==> src/rtl/div_pkg.sv <==
// Shared types and helpers for the iterative restoring divider.
// neg_if works on a 64-bit container so callers of any width up to 64 can truncate the result.
package div_pkg;

    localparam int MAX_XLEN = 64;

    typedef enum logic [1:0] {
        IDLE = 2'd0,
        ITER = 2'd1,
        FIX  = 2'd2
    } div_state_t;

    // The low bits of a negated zero-extended value are the two's complement at any narrower width
    function automatic logic [MAX_XLEN-1:0] neg_if(input logic [MAX_XLEN-1:0] x, input logic c);
        return c ? (~x + 64'd1) : x;
    endfunction

endpackage

==> src/rtl/div_step.sv <==
// One combinational restoring-division step: shift {rem, quo} left, trial-subtract the divisor,
// keep the difference and set the quotient LSB when it does not go negative.
module div_step #(
    parameter int XLEN = 32
) (
    input  logic [XLEN-1:0] i_rem,
    input  logic [XLEN-1:0] i_quo,
    input  logic [XLEN-1:0] i_divisor,
    output logic [XLEN-1:0] o_rem,
    output logic [XLEN-1:0] o_quo
);

    logic [XLEN:0] w_shifted;
    logic [XLEN:0] w_trial;

    assign w_shifted = {i_rem, i_quo[XLEN-1]};
    assign w_trial   = w_shifted - {1'b0, i_divisor};

    assign o_rem = w_trial[XLEN] ? w_shifted[XLEN-1:0] : w_trial[XLEN-1:0];
    assign o_quo = {i_quo[XLEN-2:0], ~w_trial[XLEN]};

endmodule

==> src/rtl/divider.sv <==
// Iterative radix-2^k restoring integer divider: magnitudes are divided over XLEN/BITS_PER_CYCLE
// cycles, then signs are corrected in a final FIX cycle that also raises the one-cycle done pulse.
module divider
    import div_pkg::*;
#(
    parameter int XLEN           = 32,
    parameter int BITS_PER_CYCLE = 1
) (
    input  logic            clock,
    input  logic            reset,
    input  logic            start,
    input  logic [1:0]      sign,
    input  logic [XLEN-1:0] dividend,
    input  logic [XLEN-1:0] divisor,
    output logic [XLEN-1:0] quotient,
    output logic [XLEN-1:0] remainder,
    output logic            done,
    output logic            busy
);

    localparam int N     = XLEN / BITS_PER_CYCLE;
    localparam int CNT_W = $clog2(N + 1);

    div_state_t       r_state;
    logic [CNT_W-1:0] r_count;
    logic [XLEN-1:0]  r_rem;
    logic [XLEN-1:0]  r_quo;
    logic [XLEN-1:0]  r_dvsr;
    logic             r_qNeg;
    logic             r_rNeg;
    logic             r_divZero;
    logic [XLEN-1:0]  r_quotient;
    logic [XLEN-1:0]  r_remainder;
    logic             r_done;

    logic             w_dvdNeg;
    logic             w_dvsNeg;
    logic [XLEN-1:0]  w_dvdAbs;
    logic [XLEN-1:0]  w_dvsAbs;
    logic [XLEN-1:0]  w_remChain [BITS_PER_CYCLE+1];
    logic [XLEN-1:0]  w_quoChain [BITS_PER_CYCLE+1];

    assign w_dvdNeg = sign[0] & dividend[XLEN-1];
    assign w_dvsNeg = sign[1] & divisor[XLEN-1];
    assign w_dvdAbs = XLEN'(neg_if(MAX_XLEN'(dividend), w_dvdNeg));
    assign w_dvsAbs = XLEN'(neg_if(MAX_XLEN'(divisor), w_dvsNeg));

    assign w_remChain[0] = r_rem;
    assign w_quoChain[0] = r_quo;

    for (genvar g = 0; g < BITS_PER_CYCLE; g++) begin : g_step
        div_step #(.XLEN(XLEN)) u_step (
            .i_rem     (w_remChain[g]),
            .i_quo     (w_quoChain[g]),
            .i_divisor (r_dvsr),
            .o_rem     (w_remChain[g+1]),
            .o_quo     (w_quoChain[g+1])
        );
    end

    always_ff @(posedge clock) begin
        if (reset) begin
            r_state     <= IDLE;
            r_count     <= '0;
            r_rem       <= '0;
            r_quo       <= '0;
            r_dvsr      <= '0;
            r_qNeg      <= 1'b0;
            r_rNeg      <= 1'b0;
            r_divZero   <= 1'b0;
            r_quotient  <= '0;
            r_remainder <= '0;
            r_done      <= 1'b0;
        end else begin
            r_done <= 1'b0;
            case (r_state)
                IDLE: begin
                    if (start) begin
                        r_rem     <= '0;
                        r_quo     <= w_dvdAbs;
                        r_dvsr    <= w_dvsAbs;
                        r_qNeg    <= w_dvdNeg ^ w_dvsNeg;
                        r_rNeg    <= w_dvdNeg;
                        r_divZero <= (divisor == '0);
                        r_count   <= '0;
                        r_state   <= ITER;
                    end
                end
                ITER: begin
                    r_rem   <= w_remChain[BITS_PER_CYCLE];
                    r_quo   <= w_quoChain[BITS_PER_CYCLE];
                    r_count <= r_count + CNT_W'(1);
                    if (r_count == CNT_W'(N - 1)) begin
                        r_state <= FIX;
                    end
                end
                FIX: begin
                    // With a zero divisor every trial succeeds, so rem ends as |dividend| and
                    // re-applying the dividend sign restores the original dividend bits.
                    r_quotient  <= r_divZero ? '1 : XLEN'(neg_if(MAX_XLEN'(r_quo), r_qNeg));
                    r_remainder <= XLEN'(neg_if(MAX_XLEN'(r_rem), r_rNeg));
                    r_done      <= 1'b1;
                    r_state     <= IDLE;
                end
                default: r_state <= IDLE;
            endcase
        end
    end

    assign quotient  = r_quotient;
    assign remainder = r_remainder;
    assign done      = r_done;
    assign busy      = (r_state != IDLE);

endmodule

==> config.mk <==
export PLATFORM = sky130hd
export DESIGN_NAME = divider
export DESIGN_NICKNAME = d
export VERILOG_FILES = /design/src/rtl/div_pkg.sv /design/src/rtl/div_step.sv /design/src/rtl/divider.sv
export SDC_FILE = /design/constraint.sdc
export NUM_CORES = 1
export LEC_CHECK = 0
export ABC_AREA = 1
export CORE_MARGIN = 5
export CORE_UTILIZATION = 50
export CTS_BUF_LIST = sky130_fd_sc_hd__clkbuf_4 sky130_fd_sc_hd__clkbuf_8
export CTS_CLUSTER_DIAMETER = 120
export CTS_CLUSTER_SIZE = 10
export DETAILED_ROUTE_END_ITERATION = 6
export DONT_BUFFER_PORTS = 1
export GPL_TIMING_DRIVEN = 0
export PLACE_DENSITY = 0.76
export SLEW_MARGIN = 20
export SYNTH_ARGS = -nofsm -noshare
export SYNTH_HDL_FRONTEND = slang
export SYNTH_SLANG_ARGS = --single-unit
==> constraint.sdc <==
create_clock -name clock -period 2.7 [get_ports clock]
set_input_delay 0.54 -clock clock [delete_from_list [all_inputs] [get_ports clock]]
set_output_delay 0.54 -clock clock [all_outputs]
set_load 0.02 [all_outputs]
# Word level (Yosys, flattened, before mapping)
# Cells that the tools add are included.
# totals
out_inout_bits,66
in_bits,69
elab_cells,53
regBits,172
# classes
muxes,16
bitwise,8
eq_ne,5
reduce_logical,7
addsub,6
# op_table
cell,count
$mux W32,8
$add A32 B1 Y32 const B,4
$not A32 Y32,4
$pmux W32 S2,2
$sub A33 B32 Y33,1
$logic_not A32 Y1,1
$pmux W6 S2,1
$add A6 B1 Y6 const B,1
$eq A6 B5 Y1 const B,1
$mux W6,1
$reduce_and A2 Y1,3
$mux W2,2
$ne A2 B2 Y1 const B,2
$pmux W2 S2,1
$reduce_bool A2 Y1,2
$and A1 B1 Y1,2
$eq A2 B1 Y1 const B,1
$eq A2 B2 Y1 const B,1
$logic_not A2 Y1,1
$mux W1,1
$not A1 Y1,1
$xor A1 B1 Y1,1

# Logic depth before layout (Yosys ltp)
# Gate-level depths: netlist (run 1).
# depth
ltp_word,5
mapped_depth,18
depth_no_buf,17

# Hierarchy
# A second synthesis (run 1) with hierarchy kept.
# unflattened
hier_cells,2260
area_unflattened_um2,13442.9
# by_module_without_submodules
module,area_each_um2,seq_area_each_um2,cells_each,n_inst
divider,10059.6,3443.3,1549,1
div_step,3383.2,0.0,711,1

# Least setup slack after synthesis (run 1)
# No wires, ideal clock.
# synth_timing
path_kind,register to register
startpoint,reg r_quo[31]
endpoint,reg r_rem[19]
period_less_slack_ns,2.267
slack_ns,0.433
required_ns,2.557
t_arrival_ns,2.124
path_stages_with_launch,19
setup_time_ns,0.143
n_path_buf,1
cell_sequence,dfxtp_1 > inv_1 > ha_1 > fa_1 > inv_1 > nand2_1 > nand2_1 > nand3_1 > nand2_2 > nand2_2 > nand2_4 > nand2_4 > nand2_4 > nand2_8 > nand2_8 > buf_12 > nand2_4 > nand3_2 > a21oi_2
# synth_via
elab_chain_cells,3
# synth_rtl
element,line_no,source
"start, declared",divider.sv:27,logic [XLEN-1:0] r_quo;
"start signal, assigned",divider.sv:80,r_quo <= w_dvdAbs;
"start signal, assigned",divider.sv:91,r_quo <= w_quoChain[BITS_PER_CYCLE];
$sub A33 B32 Y33,div_step.sv:17,"assign w_trial = w_shifted - {1'b0, i_divisor};"
$mux W32,div_step.sv:19,assign o_rem = w_trial[XLEN] ? w_shifted[XLEN-1:0] : w_trial[XLEN-1:0];
$pmux W32 S2,divider.sv:76,case (r_state)
"end signal, assigned",divider.sv:90,r_rem <= w_remChain[BITS_PER_CYCLE];
"end, declared",divider.sv:26,logic [XLEN-1:0] r_rem;
# Every way passes these cells.
# A chain may end at the register's enable or synchronous reset.

# Final worst setup path (run 1)
# layout_timing
startpoint,reg r_quo[31]
endpoint,reg r_rem[14]
# The elaborated chain is that of the path after synthesis.

==> impl_results.md, run 1 <==
* Core box area at ~25000 sq um
* Remaining Overflow, GRT at 0
* Pins Over Slew Limit at 0
* Top FF cell, synth: dfxtp_1
* Port Buf Inserts at 0
* Area of the multi-input gates at 7829 sq um
* Row cnt at 58
* Clk sinks at 172
* Status: finished, final reports clean
* Unrepaired setup endpoints after global routing: no
* Via/cell ratio at 5.596
* CP cell instances: inv_1, ha_1, fa_2, inv_1, nand2_1, nand2_1, nand3_1, nand2_2, nand2_2, nand2_4, nand2_4, nand2_4, nand2_8, nand2_8, buf_6, nand2_2, nand3_2, a21oi_2
* Synthesized flop and latch total at approximately 170
* Starting density of the core at 0.5088
* Post-route DRC violation count at 0
* Final setup viols at 0
* Seq pwr share at 0.194
* Core Util, Final at 0.5417
* Sw Pwr at 9.739 mW
* Combinational Power Share at 0.701
* Achievable Freq at 392.2 MHz
* Seq/Total Area, Yosys at 0.2688
* Most frequent cells in the layout: nand2_1 (510), inv_1 (305), nor2_1 (208)
* Worst Path Buf+Inv at 3
* FFs w/ async S/R, synth at 0
* CTS buffer count at 17
* Fin crit period at roughly 2.5 ns
* Hold Buf Count CTS at 0
* Initial DRC Count at around 1400
* Max H-tree Level at 4
* Die span in y at 170.1 microns
* Post-route ant nets at 0
* Worst slew pin tran at 0.7426 ns
* Gp weighted congestion at 0.9350
* Avg Cell Area, Syn at 6.241 sq um
* Hold crit path type: input port to register
* Total negative slack at 0 ns
* Layout filler cell count at 2575
* Largest net degree at the start of global routing at 17
* Arrival time at the worst endpoint at ~2.9 ns
* First-pass GRT wire length at 67340 microns
* Skew final at 0.01567 ns
* Area delta synth->final at 6.465%
* Sequential Area at between 3000 and 4000 sq um
* Setup bufs post-CTS at 0
* Clock root cell: clkbuf_8
* Number of synthesized flops with an enable pin at 0
* Total die area at 28930 sq um
* Largest delay share family, worst path: simple AND/OR/NAND/NOR gates
* Synth warn at 0
* Routed wire per std cell at ~18 microns
* Vias post-DR at 13510
* Clock share of power at 0.105
* Cells after Synth at 2053
* Sw Ratio at 0.5568
* Die width at 170.1 microns
* CTS tree: yes
* Slowest cell on crit path: dfxtp_2
* Commonest non-fill, non-tap cell in the layout: nand2_1
* Critical Path Start Type: register
* Tcrit/Tclk final at 0.9444
* Clock slew at reported path FFs at 0.10 ns
* Initial antenna violation count at 0
* Detailed Route WL at 43240 microns
* GR Util All Layers at 0.2931
* Critical path class: register to register
* Slew margin rel. at 0.5049
* Yosys cell types at 51
* CP max FO at 10
* Synth Cell Area at 12810 sq um
* Max cap viols at 0
* Worst-Skew Late Latency at 0.48 ns
* Detailed-router iteration count before antenna repair at 5
* Pwr dens at 1282 nW/um^2
* Layout cell share with drive strength beyond 1 at 0.08061
* Vias in the first global route at 12700
* I/O pins at between 100 and 150
* Crit path required time at 3.04 ns
* Antenna diodes at 0
* Endpoint class of the critical path: register
* Leakage at 6.558 nW
* DP Wirelength at 35360 microns
* Critical path's largest stage delay at 0.36 ns
* Max VDD drop at 1.460 mV
* Maximum root-to-sink buffer count at 2
* Layout Nets at 2179
* Internal power at slightly below 8 mW
* Final Hold Viols at 0
* Synth Net Count at 2160
-- final timing paths --
kind	startpoint	endpoint	slack [ns]	depth (start not counted)
worst min-delay path	divisor[12]	r_dvsr[12]	0.25	2
worst max-delay path	r_quo[31]	r_rem[14]	0.15	18
worst min register to register	r_count[5]	r_count[5]	0.48	1
worst max register to register	r_quo[31]	r_rem[14]	0.15	18
-- metrics by stage --
stage	cell area [sq um]	instances	worst slack, ns	power [mW]	hold slack, ns
after floorplan	12810	2053	0.4328	12.72	0.4272
after CTS	13620	2414	0.05060	17.29	0.2390
after detailed placement	13230	2383	-0.03393	15.42	0.4608
after global routing	13640	2414	0.02165	19.06	0.2477
after global placement	13230	2383	0.04279	15.26	0.4446
final	13640	2414	0.1500	17.49	0.2475
-- area by class of cell --
type | instances | area share
tap | 330 | 0.03027
multi-input combinational | 1481 | 0.5739
clock buffer | 21 | 0.02119
clock inverter | 10 | 0.007705
sequential | 172 | 0.2525
inverter | 325 | 0.08943
buffer | 75 | 0.02495
-- logic make-up (layout without fill, tap and decap cells) --
kind of cell,after synthesis,after routing,share of synthesized area
xor gates and xnor gates,76,76,0.05195
adders and majority gates,38,38,0.03770
AOI/OAI and AO/OA,362,362,0.1687
DFF,172,172,0.2687
and+or+nand+nor,1005,1005,0.3516
buffers and inverters,400,431,0.1214
-- layer usage --
layer | up-vias | GRT usage | share of wire
met2 | 537 | 0.4919 | 0.47
li1 | 6643 | - | -
met4 | 0 | 0.1101 | 0.038
met3 | 102 | 0.04506 | 0.073
met5 | - | 0 | 0
met1 | 6226 | 0.3811 | 0.42
-- power groups by stage --
stage / combinational [mW] / sequential, mW / clock [mW]
final: 12.3 / 3.39 / 1.84
after global routing: 13.7 / 3.40 / 1.96
after CTS: 12.1 / 3.37 / 1.84
after detailed placement: 12.0 / 3.43 / 0
after global placement: 11.8 / 3.42 / 0
after floorplan: 9.55 / 3.17 / 0
-- synthesized netlist by cell type, types with 2 or more instances --
library cell  count  area share
nand2_4          13       0.011
nand2_1         510        0.15
buf_1             2     0.00059
nand3b_1         13      0.0076
o21bai_1          4      0.0023
nand2_2          22       0.011
o21ai_2           5      0.0034
a21o_1            3      0.0018
and2_1            2     0.00098
xor2_1           47       0.032
o211ai_1         16      0.0094
nor2_1          208       0.061
buf_2             6      0.0023
a221oi_1          3      0.0021
ha_1             37       0.036
o31ai_1           3      0.0018
a31oi_1          19      0.0093
o221ai_1         17       0.012
nand4_1          18      0.0088
inv_2            16      0.0047
o21ai_0         107       0.042
buf_4             2      0.0012
dfxtp_1         172        0.27
nor2_2            5      0.0024
nor3_2            6      0.0047
nand3_1         148       0.058
a22oi_1          16      0.0094
nand2_8           2      0.0031
o21ai_1           6      0.0023
buf_6             3      0.0026
nor3_1           21      0.0082
nand3_2          22       0.017
clkinv_1          4      0.0012
clkbuf_1         61       0.018
o21a_1            3      0.0018
xnor2_1          29       0.020
or2_2             4      0.0020
inv_1           305       0.089
a21oi_1         130       0.051
a21oi_2          24       0.016
nor4_1            9      0.0044
-- registers in the layout, indices dropped and copies added, names as in the netlist --
signal / cells
quotient: 32
r_quo: 32
r_rNeg: 1
remainder: 32
r_rem: 32
r_state: 2
r_dvsr: 32
r_divZero: 1
done: 1
r_qNeg: 1
r_count: 6
-- timing repair --
| action | 4_1_cts | 5_1_grt |
|---|---|---|
| cloned | 0 | 0 |
| resized for setup | 1 | 5 |
| endpoints found under the setup margin | 1 | 28 |
Power figures use the tool's default switching activity.
==> run 2: changes to the inputs <==
--- a/config.mk
+++ b/config.mk
@@ -14,7 +14,9 @@
 export DETAILED_ROUTE_END_ITERATION = 6
 export DONT_BUFFER_PORTS = 1
 export GPL_TIMING_DRIVEN = 0
+export HOLD_SLACK_MARGIN = 0.03
 export PLACE_DENSITY = 0.76
+export RECOVER_POWER = 50
 export SLEW_MARGIN = 20
 export SYNTH_ARGS = -nofsm -noshare
 export SYNTH_HDL_FRONTEND = slang
==> run 2 against run 1 <==
- the flow now finishes with violations (DRC)
- clock-buffer cell count is the same
- worst hold slack is essentially flat
- sequential power is essentially flat
- worst setup slack lost 0.011 ns
- fmax shrank 0.45%
- largest cell class unchanged
==> impl_results.md, run 2 (synthesis gave the netlist of run 1 again) <==
* CP max FO at 10
* Crit path required time at 3.05 ns
* Worst slew pin tran at 0.7469 ns
* Detailed Route WL at 43260 microns
* Setup bufs post-CTS at 0
* CTS buffer count at 17
* Commonest non-fill, non-tap cell in the layout: nand2_1
* Skew final at 0.01574 ns
* Vias post-DR at ~13000
* Grt met2 use at 0.4919
* Core box area at 25180 sq um
* Hold WS at 0.2478 ns
* Starting density of the core at 0.5088
* Initial DRC Count at around 1200
* Endpoint class of the critical path: register
* Maximum root-to-sink buffer count at 2
* Power Total at 17.50 mW
* GR Util All Layers at 0.2931
* Clk sinks at 172
* GRT busiest layer: met2
* Core Util, Final at 0.5413
* Clock share of power at 0.105
* Slew margin rel. at 0.5021
* Fin cells at 2414
* Achievable Freq at 390.4 MHz
* Clock slew at reported path FFs at 0.10 ns
* Die width at approximately 170 microns
* Sequential Area at 3445 sq um
* Internal power at 7.753 mW
* Gp weighted congestion at 0.9350
* Pins Over Slew Limit at 0
* I/O pins at 135
* Worst-Skew Late Latency at 0.48 ns
* Area of the multi-input gates at 7821 sq um
* Most frequent cells in the layout: nand2_1 (511), inv_1 (306), nor2_1 (208)
* Layout cell share with drive strength beyond 1 at 0.07869
* Dpl cells at 2383
* Hold crit path type: input port to register
* Tcrit/Tclk final at 0.9487
* Critical Path Start Type: register
* Dpl ws at -0.03393 ns
* First-pass GRT wire length at between 60000 and 70000 microns
* Met3 GRT Util at 0.04506
* Leakage at 6.557 nW
* Row cnt at 58
* Sw Ratio at 0.5569
* Critical path class: register to register
* Remaining Overflow, GRT at 0
* Post-route ant nets at 0
* Final setup viols at 0
* Detailed-router iteration count before antenna repair at 7
* Area delta synth->final at 6.396%
* Die span in y at approximately 170 microns
* Layout Nets at around 2200
* CTS tree: yes
* Layout filler cell count at between 2000 and 3000
* Via/cell ratio at approximately 5.6
* Routed wire per std cell at 17.92 microns
* Largest net degree at the start of global routing at 17
* Arrival time at the worst endpoint at 2.91 ns
* Met1 usage at 0.3811
* Total die area at 28930 sq um
* Hold Buf Count CTS at 0
* Fin worst setup slack at 0.1386 ns
* Status: finished, violations left
* Fin crit period at 2.561 ns
* Max cap viols at 0
* Seq pwr share at 0.193
* Initial antenna violation count at 0
* Antenna diodes at 0
* Max VDD drop at between 1 and 1.5 mV
* Unrepaired setup endpoints after global routing: no
* Combinational Power Share at 0.701
* Sw Pwr at 9.746 mW
* Final Hold Viols at 0
* Pwr dens at between 1000 and 1500 nW/um^2
* Clock root cell: clkbuf_8
* Max H-tree Level at 4
* Vias in the first global route at 12700
* Violated checks: DRC
* DP Wirelength at approximately 35000 microns
* Post-route DRC violation count at 1
* Port Buf Inserts at 0
## run 2: cell count changes in the layout (fill, tap and decap cells not counted)
| cell | delta |
|---|---|
| nor3_1 | +1 |
| nor3_2 | -1 |
| nand2_2 | -1 |
| inv_1 | +1 |
| clkbuf_1 | +1 |
| nand2_1 | +1 |
| inv_2 | -1 |
| buf_2 | -1 |
## run 2: worst paths after layout
path,start,endpoint,slack (ns),cells past startpoint
worst min-delay path,divisor[12],r_dvsr[12],0.25,2
worst max register to register,r_quo[31],r_rem[14],0.14,18
worst max-delay path,r_quo[31],r_rem[14],0.14,18
worst min register to register,r_count[5],r_count[5],0.48,1
## run 2: power by group through the flow
stage	Combinational (mW)	Sequential, mW	Clock (mW)
after global placement	11.8	3.42	0
after CTS	12.1	3.37	1.84
after detailed placement	12.0	3.43	0
final	12.3	3.38	1.84
after floorplan	9.55	3.17	0
after global routing	13.7	3.40	1.96
## run 2: final cells by class
cell class | count | share of cell area
buffer | 75 | 0.02487
clock buffer | 21 | 0.02120
clock inverter | 10 | 0.007710
inverter | 325 | 0.08949
multi-input combinational | 1481 | 0.5738
sequential | 172 | 0.2527
tap | 330 | 0.03029
## run 2: worst max-delay path: stages (launching register included)
cell     delay, ns
dfxtp_2       0.36
inv_1         0.10
ha_1          0.22
fa_2          0.36
inv_1         0.10
nand2_1       0.05
nand2_1       0.10
nand3_1       0.10
nand2_2       0.12
nand2_2       0.07
nand2_4       0.07
nand2_4       0.07
nand2_4       0.10
nand2_8       0.09
nand2_8       0.12
buf_6         0.17
nand2_2       0.07
nand3_2       0.07
a21oi_2       0.05
## run 2: through the flow
stage	setup TNS [ns]	cell area, sq um
2_1_floorplan	0	12810
3_3_place_gp	0	13230
3_5_place_dp	-0.03393	13230
4_1_cts	0	13620
5_1_grt	0	13630
6_report	0	13630
## run 2: routing by layer
metal | wire [microns] | up-vias | share of wire
li1 | - | 6640 | -
met1 | 18190 | 6193 | 0.42
met2 | 20180 | 539 | 0.47
met3 | 3233 | 104 | 0.075
met4 | 1647 | 0 | 0.038
met5 | 0 | - | 0
## run 2: timing repair
action | in CTS | in global routing
gates resized for setup | 1 | 5
endpoints found under the setup margin | 1 | 28
cloned | 0 | 0
hold endpoints to repair | 0 | 0
